`src/rtl/cordic_sched_pkg.sv`:
```
// Shared definitions for the CORDIC NCO scheduler: config select codes,
// default core latency and the tag carried alongside each core request.
package cordic_sched_pkg;

    localparam logic [1:0] CFG_FREQ   = 2'd0;
    localparam logic [1:0] CFG_OFFSET = 2'd1;
    localparam logic [1:0] CFG_EN     = 2'd2;

    localparam int CORDIC_LAT_DEFAULT = 18;

    // Wide enough for the largest supported channel count (16).
    localparam int TAG_CH_W = 4;

    typedef struct packed {
        logic                valid;
        logic [TAG_CH_W-1:0] ch;
    } tag_t;

endpackage

```
`src/rtl/cordic_sched_fifo.sv`:
```
// Synchronous FIFO with a registered head; a push into an empty FIFO becomes
// visible on the following cycle (no combinational fall-through).
module cordic_sched_fifo #(
    parameter int DATA_W = 36,
    parameter int DEPTH  = 32
) (
    input  logic              clk_i,
    input  logic              rst_i,
    input  logic              push_i,
    input  logic [DATA_W-1:0] din_i,
    input  logic              ready_i,
    output logic              valid_o,
    output logic [DATA_W-1:0] dout_o
);
    localparam int PTR_W = (DEPTH > 1) ? $clog2(DEPTH) : 1;
    localparam int CNT_W = $clog2(DEPTH + 1);

    logic [DATA_W-1:0] r_mem [DEPTH];
    logic [PTR_W-1:0]  r_wr_ptr, r_rd_ptr;
    logic [CNT_W-1:0]  r_cnt;
    logic              r_vld;
    logic [DATA_W-1:0] r_dout;
    logic              w_load, w_mem_empty, w_mem_rd, w_bypass, w_mem_wr;

    function automatic logic [PTR_W-1:0] f_inc(input logic [PTR_W-1:0] p);
        return (p == PTR_W'(DEPTH - 1)) ? '0 : p + 1'b1;
    endfunction

    // Head register reloads when empty or being popped; an empty backing
    // store lets the incoming word go straight into the head.
    always_comb begin
        w_load      = !r_vld || ready_i;
        w_mem_empty = (r_cnt == '0);
        w_mem_rd    = w_load && !w_mem_empty;
        w_bypass    = w_load && w_mem_empty && push_i;
        w_mem_wr    = push_i && !w_bypass;
    end

    always_ff @(posedge clk_i) begin
        if (w_mem_wr) r_mem[r_wr_ptr] <= din_i;
    end

    always_ff @(posedge clk_i) begin
        if (rst_i) begin
            r_wr_ptr <= '0;
            r_rd_ptr <= '0;
            r_cnt    <= '0;
            r_vld    <= 1'b0;
            r_dout   <= '0;
        end else begin
            if (w_mem_wr) r_wr_ptr <= f_inc(r_wr_ptr);
            if (w_mem_rd) r_rd_ptr <= f_inc(r_rd_ptr);
            r_cnt <= r_cnt + CNT_W'(w_mem_wr) - CNT_W'(w_mem_rd);
            if (w_mem_rd) begin
                r_dout <= r_mem[r_rd_ptr];
                r_vld  <= 1'b1;
            end else if (w_bypass) begin
                r_dout <= din_i;
                r_vld  <= 1'b1;
            end else if (w_load) begin
                r_vld  <= 1'b0;
            end
        end
    end

    assign valid_o = r_vld;
    assign dout_o  = r_dout;

endmodule

```
`src/rtl/cordic_nco_sched.sv`:
```
// Round-robin NCO scheduler time-sharing one CORDIC core across N_CH channels.
// Define CORDIC_SCHED_STATS_EN to add stall_cnt_o (cycles blocked by credit).
module cordic_nco_sched
    import cordic_sched_pkg::*;
#(
    parameter int N_CH       = 4,
    parameter int CORDIC_LAT = CORDIC_LAT_DEFAULT,
    parameter int FIFO_DEPTH = 32
) (
    input  logic                    clk_i,
    input  logic                    rst_i,
    input  logic                    cfg_we_i,
    input  logic [$clog2(N_CH)-1:0] cfg_ch_i,
    input  logic [1:0]              cfg_sel_i,
    input  logic [31:0]             cfg_data_i,
    output logic                    cordic_valid_o,
    output logic [31:0]             cordic_phase_o,
    input  logic                    cordic_valid_i,
    input  logic signed [15:0]      cordic_sin_i,
    input  logic signed [15:0]      cordic_cos_i,
    output logic                    m_valid_o,
    input  logic                    m_ready_i,
    output logic [$clog2(N_CH)-1:0] m_ch_o,
    output logic signed [15:0]      m_sin_o,
    output logic signed [15:0]      m_cos_o,
`ifdef CORDIC_SCHED_STATS_EN
    output logic [31:0]             stall_cnt_o,
`endif
    output logic                    err_o
);
    localparam int CH_W = $clog2(N_CH);
    localparam int CR_W = $clog2(FIFO_DEPTH + 1) + 1;
    localparam int FD_W = CH_W + 32;

    logic [31:0]     r_freq   [N_CH];
    logic [31:0]     r_offset [N_CH];
    logic [31:0]     r_acc    [N_CH];
    logic [N_CH-1:0] r_en;
    logic [CH_W-1:0] r_last, r_ch_p1;
    logic            r_vld_p1;
    logic [31:0]     r_phase_p1;
    tag_t            r_tag    [CORDIC_LAT];
    logic [CR_W-1:0] r_credit;
    logic            r_err;

    logic [CH_W-1:0] w_sel, w_idx;
    logic            w_found, w_credit_ok, w_issue;
    tag_t            w_head;
    logic            w_push, w_lost, w_orphan, w_pop;
    logic [FD_W-1:0] w_fifo_din, w_fifo_dout;
    logic            w_unused_ch;

    // Stage p0: pick the first enabled channel strictly after the last issued one.
    always_comb begin
        w_sel   = r_last;
        w_idx   = r_last;
        w_found = 1'b0;
        for (int i = 1; i <= N_CH; i++) begin
            w_idx = CH_W'((int'(r_last) + i) % N_CH);
            if (!w_found && r_en[w_idx]) begin
                w_sel   = w_idx;
                w_found = 1'b1;
            end
        end
        w_credit_ok = (r_credit < CR_W'(FIFO_DEPTH));
        w_issue     = w_found && w_credit_ok;
    end

    // A 0->1 enable never coincides with an issue of that channel, so the
    // accumulator clear and advance cannot collide.
    always_ff @(posedge clk_i) begin
        if (rst_i) begin
            for (int c = 0; c < N_CH; c++) begin
                r_freq[c]   <= '0;
                r_offset[c] <= '0;
                r_acc[c]    <= '0;
            end
            r_en <= '0;
        end else begin
            if (w_issue) r_acc[w_sel] <= r_acc[w_sel] + r_freq[w_sel];
            if (cfg_we_i && (int'(cfg_ch_i) < N_CH)) begin
                case (cfg_sel_i)
                    CFG_FREQ:   r_freq[cfg_ch_i]   <= cfg_data_i;
                    CFG_OFFSET: r_offset[cfg_ch_i] <= cfg_data_i;
                    CFG_EN: begin
                        r_en[cfg_ch_i] <= cfg_data_i[0];
                        if (cfg_data_i[0] && !r_en[cfg_ch_i]) r_acc[cfg_ch_i] <= '0;
                    end
                    default: ;
                endcase
            end
        end
    end

    // Stage p1: registered request to the core.
    always_ff @(posedge clk_i) begin
        if (rst_i) begin
            r_vld_p1   <= 1'b0;
            r_phase_p1 <= '0;
            r_ch_p1    <= '0;
            r_last     <= CH_W'(N_CH - 1);
        end else begin
            r_vld_p1 <= w_issue;
            if (w_issue) begin
                r_phase_p1 <= r_acc[w_sel] + r_offset[w_sel];
                r_ch_p1    <= w_sel;
                r_last     <= w_sel;
            end
        end
    end

    assign cordic_valid_o = r_vld_p1;
    assign cordic_phase_o = r_phase_p1;

    // Tag line: the head lines up with the core's result for the same request.
    always_ff @(posedge clk_i) begin
        if (rst_i) begin
            for (int i = 0; i < CORDIC_LAT; i++) r_tag[i] <= '0;
        end else begin
            r_tag[0] <= '{valid: r_vld_p1, ch: TAG_CH_W'(r_ch_p1)};
            for (int i = 1; i < CORDIC_LAT; i++) r_tag[i] <= r_tag[i-1];
        end
    end

    always_comb begin
        w_head   = r_tag[CORDIC_LAT-1];
        w_push   = cordic_valid_i && w_head.valid;
        w_lost   = w_head.valid && !cordic_valid_i;
        w_orphan = cordic_valid_i && !w_head.valid;
        w_pop    = m_valid_o && m_ready_i;
    end

    assign w_unused_ch = ^w_head.ch;
    assign w_fifo_din  = {CH_W'(w_head.ch), cordic_sin_i, cordic_cos_i};

    // Credit covers every request from issue until it leaves the FIFO or is lost.
    always_ff @(posedge clk_i) begin
        if (rst_i) begin
            r_credit <= '0;
            r_err    <= 1'b0;
        end else begin
            r_credit <= r_credit + CR_W'(w_issue) - CR_W'(w_pop) - CR_W'(w_lost);
            if (w_orphan || w_lost) r_err <= 1'b1;
        end
    end

    assign err_o = r_err;

    cordic_sched_fifo #(
        .DATA_W (FD_W),
        .DEPTH  (FIFO_DEPTH)
    ) u_fifo (
        .clk_i   (clk_i),
        .rst_i   (rst_i),
        .push_i  (w_push),
        .din_i   (w_fifo_din),
        .ready_i (m_ready_i),
        .valid_o (m_valid_o),
        .dout_o  (w_fifo_dout)
    );

    assign {m_ch_o, m_sin_o, m_cos_o} = w_fifo_dout;

`ifdef CORDIC_SCHED_STATS_EN
    logic [31:0] r_stall_cnt;

    always_ff @(posedge clk_i) begin
        if (rst_i) r_stall_cnt <= '0;
        else if (w_found && !w_credit_ok) r_stall_cnt <= r_stall_cnt + 32'd1;
    end

    assign stall_cnt_o = r_stall_cnt;
`endif

endmodule

```
`config.mk`:
```
export PLATFORM = sky130hd
export DESIGN_NAME = cordic_nco_sched
export DESIGN_NICKNAME = d
export VERILOG_FILES = /design/src/rtl/cordic_sched_pkg.sv /design/src/rtl/cordic_sched_fifo.sv /design/src/rtl/cordic_nco_sched.sv
export SDC_FILE = /design/constraint.sdc
export NUM_CORES = 2
export LEC_CHECK = 0
export BUFFER_PORTS_ARGS = -buffer_cell sky130_fd_sc_hd__clkbuf_2
export CAP_MARGIN = 20
export CORE_MARGIN = 2
export CORE_UTILIZATION = 55
export CTS_CLUSTER_DIAMETER = 30
export DETAILED_ROUTE_END_ITERATION = 12
export PLACE_DENSITY = 0.73
export SYNTH_ARGS = -nofsm -noshare
export SYNTH_HDL_FRONTEND = slang
export SYNTH_SLANG_ARGS = --single-unit
export TNS_END_PERCENT = 5
```
`constraint.sdc`:
```
create_clock -name clk_i -period 15.8 [get_ports clk_i]
set_input_delay 3.16 -clock clk_i [delete_from_list [all_inputs] [get_ports clk_i]]
set_output_delay 3.16 -clock clk_i [all_outputs]
set_load 0.01 [all_outputs]
```
* After elaboration in Yosys (flattened, before gate mapping)
Memory sizes are Yosys's and may differ from the RTL's. A register that Yosys moved wholly into a read port is not among the register bits.
Cells that the tools add are included.
** Storage, ports and cells
- Output and inout port bits :: 69
- Memories :: 5
- RAM bits :: 1562
- Register bits after elaboration :: 100
- Logic and storage cells :: 174
- Input port bits :: 73
** Cells by class
- Reduce and logical (&&, ||, !) cells :: 34
- Muxes and demuxes :: 81
- Add/sub/neg operators :: 13
- $lt $le $gt $ge :: 7
- Bitwise logic cells :: 18
- Equality and inequality tests :: 4
** Memory list
- u_fifo.r_mem :: depth 32, width 34, rd ports 1, clocked after Yosys merged registers in 1, write ports 1, RTL line cordic_sched_fifo.sv:18 : logic [DATA_W-1:0] r_mem [DEPTH];
- r_acc :: depth 4, width 32, rd ports 1, clocked after Yosys merged registers in 0, write ports 4, RTL line cordic_nco_sched.sv:37 : logic [31:0] r_acc [N_CH];
- r_freq :: depth 4, width 32, rd ports 1, clocked after Yosys merged registers in 0, write ports 4, RTL line cordic_nco_sched.sv:35 : logic [31:0] r_freq [N_CH];
- r_offset :: depth 4, width 32, rd ports 1, clocked after Yosys merged registers in 0, write ports 4, RTL line cordic_nco_sched.sv:36 : logic [31:0] r_offset [N_CH];
- r_tag :: depth 18, width 5, rd ports 18, clocked after Yosys merged registers in 0, write ports 18, RTL line cordic_nco_sched.sv:42 : tag_t r_tag [CORDIC_LAT];
** Operator list (count)
- $mux 32 :: 4
- $reduce_or 32->1 :: 4
- $mux 5 :: 22
- $mux 34 :: 2
- $add 32x32->32 :: 2
- $mux 1 :: 38
- $or 1x1->1 :: 18
- $mux 2 :: 8
- $lt 2x3->1 const B :: 5
- $logic_and 1x1->1 :: 14
- $sub 7x1->7 :: 2
- $add 5x1->5 const B :: 2
- $bmux 1 s2 :: 5
- $eq 5x5->1 const B :: 2
- $logic_not 1->1 :: 9
- $add 7x1->7 :: 1
- $lt 7x6->1 const B :: 1
- $add 6x1->6 :: 1
- $logic_not 6->1 :: 1
- $sub 6x1->6 :: 1
- $add 2x1->2 const B :: 2
- $add 2x2->2 const B :: 2
- $bwmux 4 :: 1
- $reduce_bool 3->1 :: 1
- 8 further kinds :: 9

* Longest topological paths before layout
- Word-level depth :: 19
- Gate-level depth with buffers :: 28
- Mapped depth without buffers :: 19

* By module
Synthesis repeated with hierarchy kept, for this count alone.
** Unflattened totals
- Cell total of the unflattened synthesis :: 4820
- Area, all modules :: 68480.7 um2
** By module, submodules not included
- cordic_sched_fifo :: seq. area each 33792.4 um2, area an instance 44845.5 um2, cells each 2572, times used 1
- cordic_nco_sched :: seq. area each 12311.8 um2, area an instance 23635.2 um2, cells each 2248, times used 1

* Worst setup path before layout
No wires, ideal clock.
- Kind :: input to register
- Start :: input port cfg_ch_i[1]
- End :: memory r_offset[0][0], enable pin
- Arrival time :: 5850 ps
- Stages on the path :: 4
- Path slack :: 9485 ps
- Setup time :: 466 ps
- Data required time :: 15334 ps
- Buffers on the path :: 1
- Cell sequence :: inv_1 -> nand2_1 -> clkbuf_1 -> o21ai_0
** RTL lines
- start, declared :: RTL line cordic_nco_sched.sv:13 : input logic [$clog2(N_CH)-1:0] cfg_ch_i,
- end, declared :: RTL line cordic_nco_sched.sv:36

==> out/results.tsv <==
stage	metric	value	unit
routing	post-DR vias/cell	6.42	
cts	CTS Root Cell	clkbuf_16	
routing	initial DRC count	5930	
routing	wire per inst	28.5	um
routing	residual DRC count	0	
die	Die W	356	um
critical_path	Worst Setup Start Kind	flip-flop	
cts	Setup Fix Bufs, Post-CTS	0	
critical_path	FF-to-FF path depth	18	
cts	cts bufs inserted	321	
cts	CTS Sinks	1631	
grt	Total Routing Usage GR	30.4	%
timing	Worst Clk Skew	0.0867	ns
placement	hpwl dp	101000	um
flow_run	max_cap viols	0	
critical_path	Levels on crit path	18	
critical_path	arrival time at the worst endpoint	7.46	ns
placement	Port Buffers	141	
yosys	Synth async-reset ratio	0	%
die	boundary pin count	142	
cts	CTS resizes	0	
timing	Final Cycle Share	42.0	%
critical_path	CP Cell Sequence	nand2b_1 -> o211ai_4 -> buf_4 -> nand2_4 -> buf_4 -> buf_4 -> a211oi_1 -> a31o_2 -> inv_1 -> ha_1 -> o21ai_0 -> or4b_2 -> o21ai_1 -> a31oi_1 -> o21ai_2 -> a31oi_1 -> xnor2_1 -> a22o_1	
placement	Inst Count DP	6174	
grt	vias in the first global route	44000	
yosys	Synth cell types	80	
timing	Slew HR	22.8	%
timing	RSZ-0062 raised after global routing	no	
worst_hold_path	Hold Crit Depth	1	
yosys	synthesized netlist cell count	4578	
final_layout	Finished Layout Cells	6745	
timing	fin crit period	6.64	ns
yosys	Mean Syn Cell Area	14.9	um2
routing	DRT Wirelength	192000	um
yosys	Synth area leaders	edfxtp_1 59%, mux4_2 11%, dfxtp_1 8.4%, nand2_1 2.7%, nor2_1 2.6%	
cts	Worst-Skew Late Latency	0.92	ns
routing	1st-pass router iterations	8	
die	die height	356	um
grt	GR Overflow Total	0	
critical_path	critical path type	flip-flop to flip-flop	
power	Lkg Pwr	28.7	nW
cts	clk slew on worst S/H paths	0.05	ns
cts	CTS hold repair buffers	0	
placement	Final GP Congestion	0.940	
critical_path	most numerous cell on the critical path	buf_4	
die	Rows	129	
critical_path	Largest stage delay, worst path	0.78	ns
timing	Max Clk Rate	151	MHz
final_layout	number of fill cells in the layout	8118	
power	worst vdd ir	0.166	mV
yosys	area leader, netlist	edfxtp_1	
timing	Fin. Hold Viols	0	
grt	global-route wire length before repair	284000	um
cts	clk buf depth	4	
grt	largest net degree at the start of global routing	167	
yosys	Post-Syn Area	68100	um2
yosys	count leader, synth	edfxtp_1	
critical_path	critical path fanouts, max	73	
power	pwr dens	167	nW/um2
final_layout	Layout Area Growth over Synthesis	19.8	%
cts	CTS tree	done	
final_layout	share of cells above drive strength 1	23.4	%
grt	initial antenna violation count	3	
yosys	synth warn	0	
die	Initial Util	55.2	%
die	die area	127000	um2
critical_path	Crit path max-delay family	compound AO/OA/AOI/OAI gates	
timing	Slew @ Worst Pin	1.16	ns
timing	final setup fails	0	
yosys	Synth top area share	59.3	%
yosys	Synth top cells by count	1344 x edfxtp_1, 481 x nand2_1, 467 x nor2_1	
critical_path	CP max stage cell	buf_4	
critical_path	WP buf/inv	4	
timing	TNS Setup	0	ns
yosys	Post-synth EDFFs	1344	
worst_hold_path	hold crit path type	flip-flop to flip-flop	
cts	H-tree levels	5	
final_layout	nets@finish	5008	
yosys	Seq cells post-synth	1631	
yosys	Post-synth top flop	edfxtp_1	
routing	Final ANT Viol Nets	0	
power	Final Power	13.6	mW
die	CORE AREA	123000	um2
critical_path	Data required, critical path	16.62	ns
routing	via count	43300	
timing	final number of max-transition violations	0	
yosys	Mapped Nets	4726	
run_status	status	finished, final reports clean	
yosys	Seq/Total Area, Yosys	67.7	%
critical_path	Setup crit end kind	flip-flop	
## final cells by class
cell class,count,area (um2),share of cell area [%]
clock buffer,354,8360,10.2
inverter,117,439,0.538
timing repair buffer,230,1430,1.76
sequential,1631,46100,56.5
tap,1637,2050,2.51
clock inverter,215,2300,2.82
multi-input combinational,2559,20900,25.6
antenna,2,5.00,0.00614
## worst paths after layout
kind          startpoint      endpoint  slack [ns]
min reg2reg  r_tag[1][0]   r_tag[2][0]        0.42
min          r_tag[1][0]   r_tag[2][0]        0.42
max reg2reg    r_last[0]  r_acc[1][30]        9.16
max            r_last[0]  r_acc[1][30]        9.16
## state kept, by name, summed over array words and instances (netlist names), named ones only
| name | flops |
|---|---|
| cordic_phase_o | 32 |
| cordic_valid_o | 1 |
| err_o | 1 |
| r_acc | 128 |
| r_ch_p1 | 2 |
| r_credit | 7 |
| r_en | 4 |
| r_freq | 128 |
| r_last | 2 |
| r_offset | 128 |
| r_tag | 54 |
| u_fifo.dout_o | 34 |
| u_fifo.r_cnt | 6 |
| u_fifo.r_mem | 1088 |
| u_fifo.r_rd_ptr | 5 |
| u_fifo.r_wr_ptr | 5 |
| u_fifo.valid_o | 1 |
## kinds of logic after synthesis
group / after synthesis / share of synthesized area (%)
flops: 1631 / 67.7
buf+inv: 388 / 2.22
simple gates: 1331 / 8.62
mux: 401 / 12.2
xor+xnor: 111 / 1.43
compound gates: 630 / 6.26
fa+ha+maj: 86 / 1.57
## layout by cell type, fill, tap and decap left out, types with 35 or more instances in the layout
master         n
nand3_1       88
a211oi_1      86
ha_1          72
nor2b_1       69
nand2_1      475
nor2_1       431
edfxtp_1    1344
clkbuf_16    328
inv_6         43
inv_1        114
clkbuf_2     140
a22o_1        53
dfxtp_1      282
xnor2_1       62
a31oi_1      115
clkinvlp_4    41
xor2_1        49
bufinv_16     35
o21ai_0       64
a21oi_1      149
and3_1        99
mux2i_1       53
buf_4         84
mux4_2       342
## where the power goes
| part | internal [mW] | total, mW | switching [mW] |
|---|---|---|---|
| sequential | 4.77 | 4.90 | 0.129 |
| clock | 4.40 | 6.73 | 2.33 |
| combinational | 0.879 | 1.99 | 1.11 |
## routing by layer
metal,part of all wire (%),GRT usage [%]
met5,0.017,0
met4,4.1,13.1
met3,10,6.85
met2,50,50.4
met1,36,38.8
## stage by stage
stage	cell area [um2]	hold WS, ns	setup WS (ns)	utilization [%]
after floorplan	68100	0.414	9.48	-
after global placement	70900	0.417	9.40	57.5
after detailed placement	70900	0.420	9.30	57.5
after CTS	81600	0.428	9.28	66.1
after global routing	81600	0.436	8.84	66.1
final	81600	0.422	9.16	66.2
No activity file was read; power rests on OpenSTA's default activity.
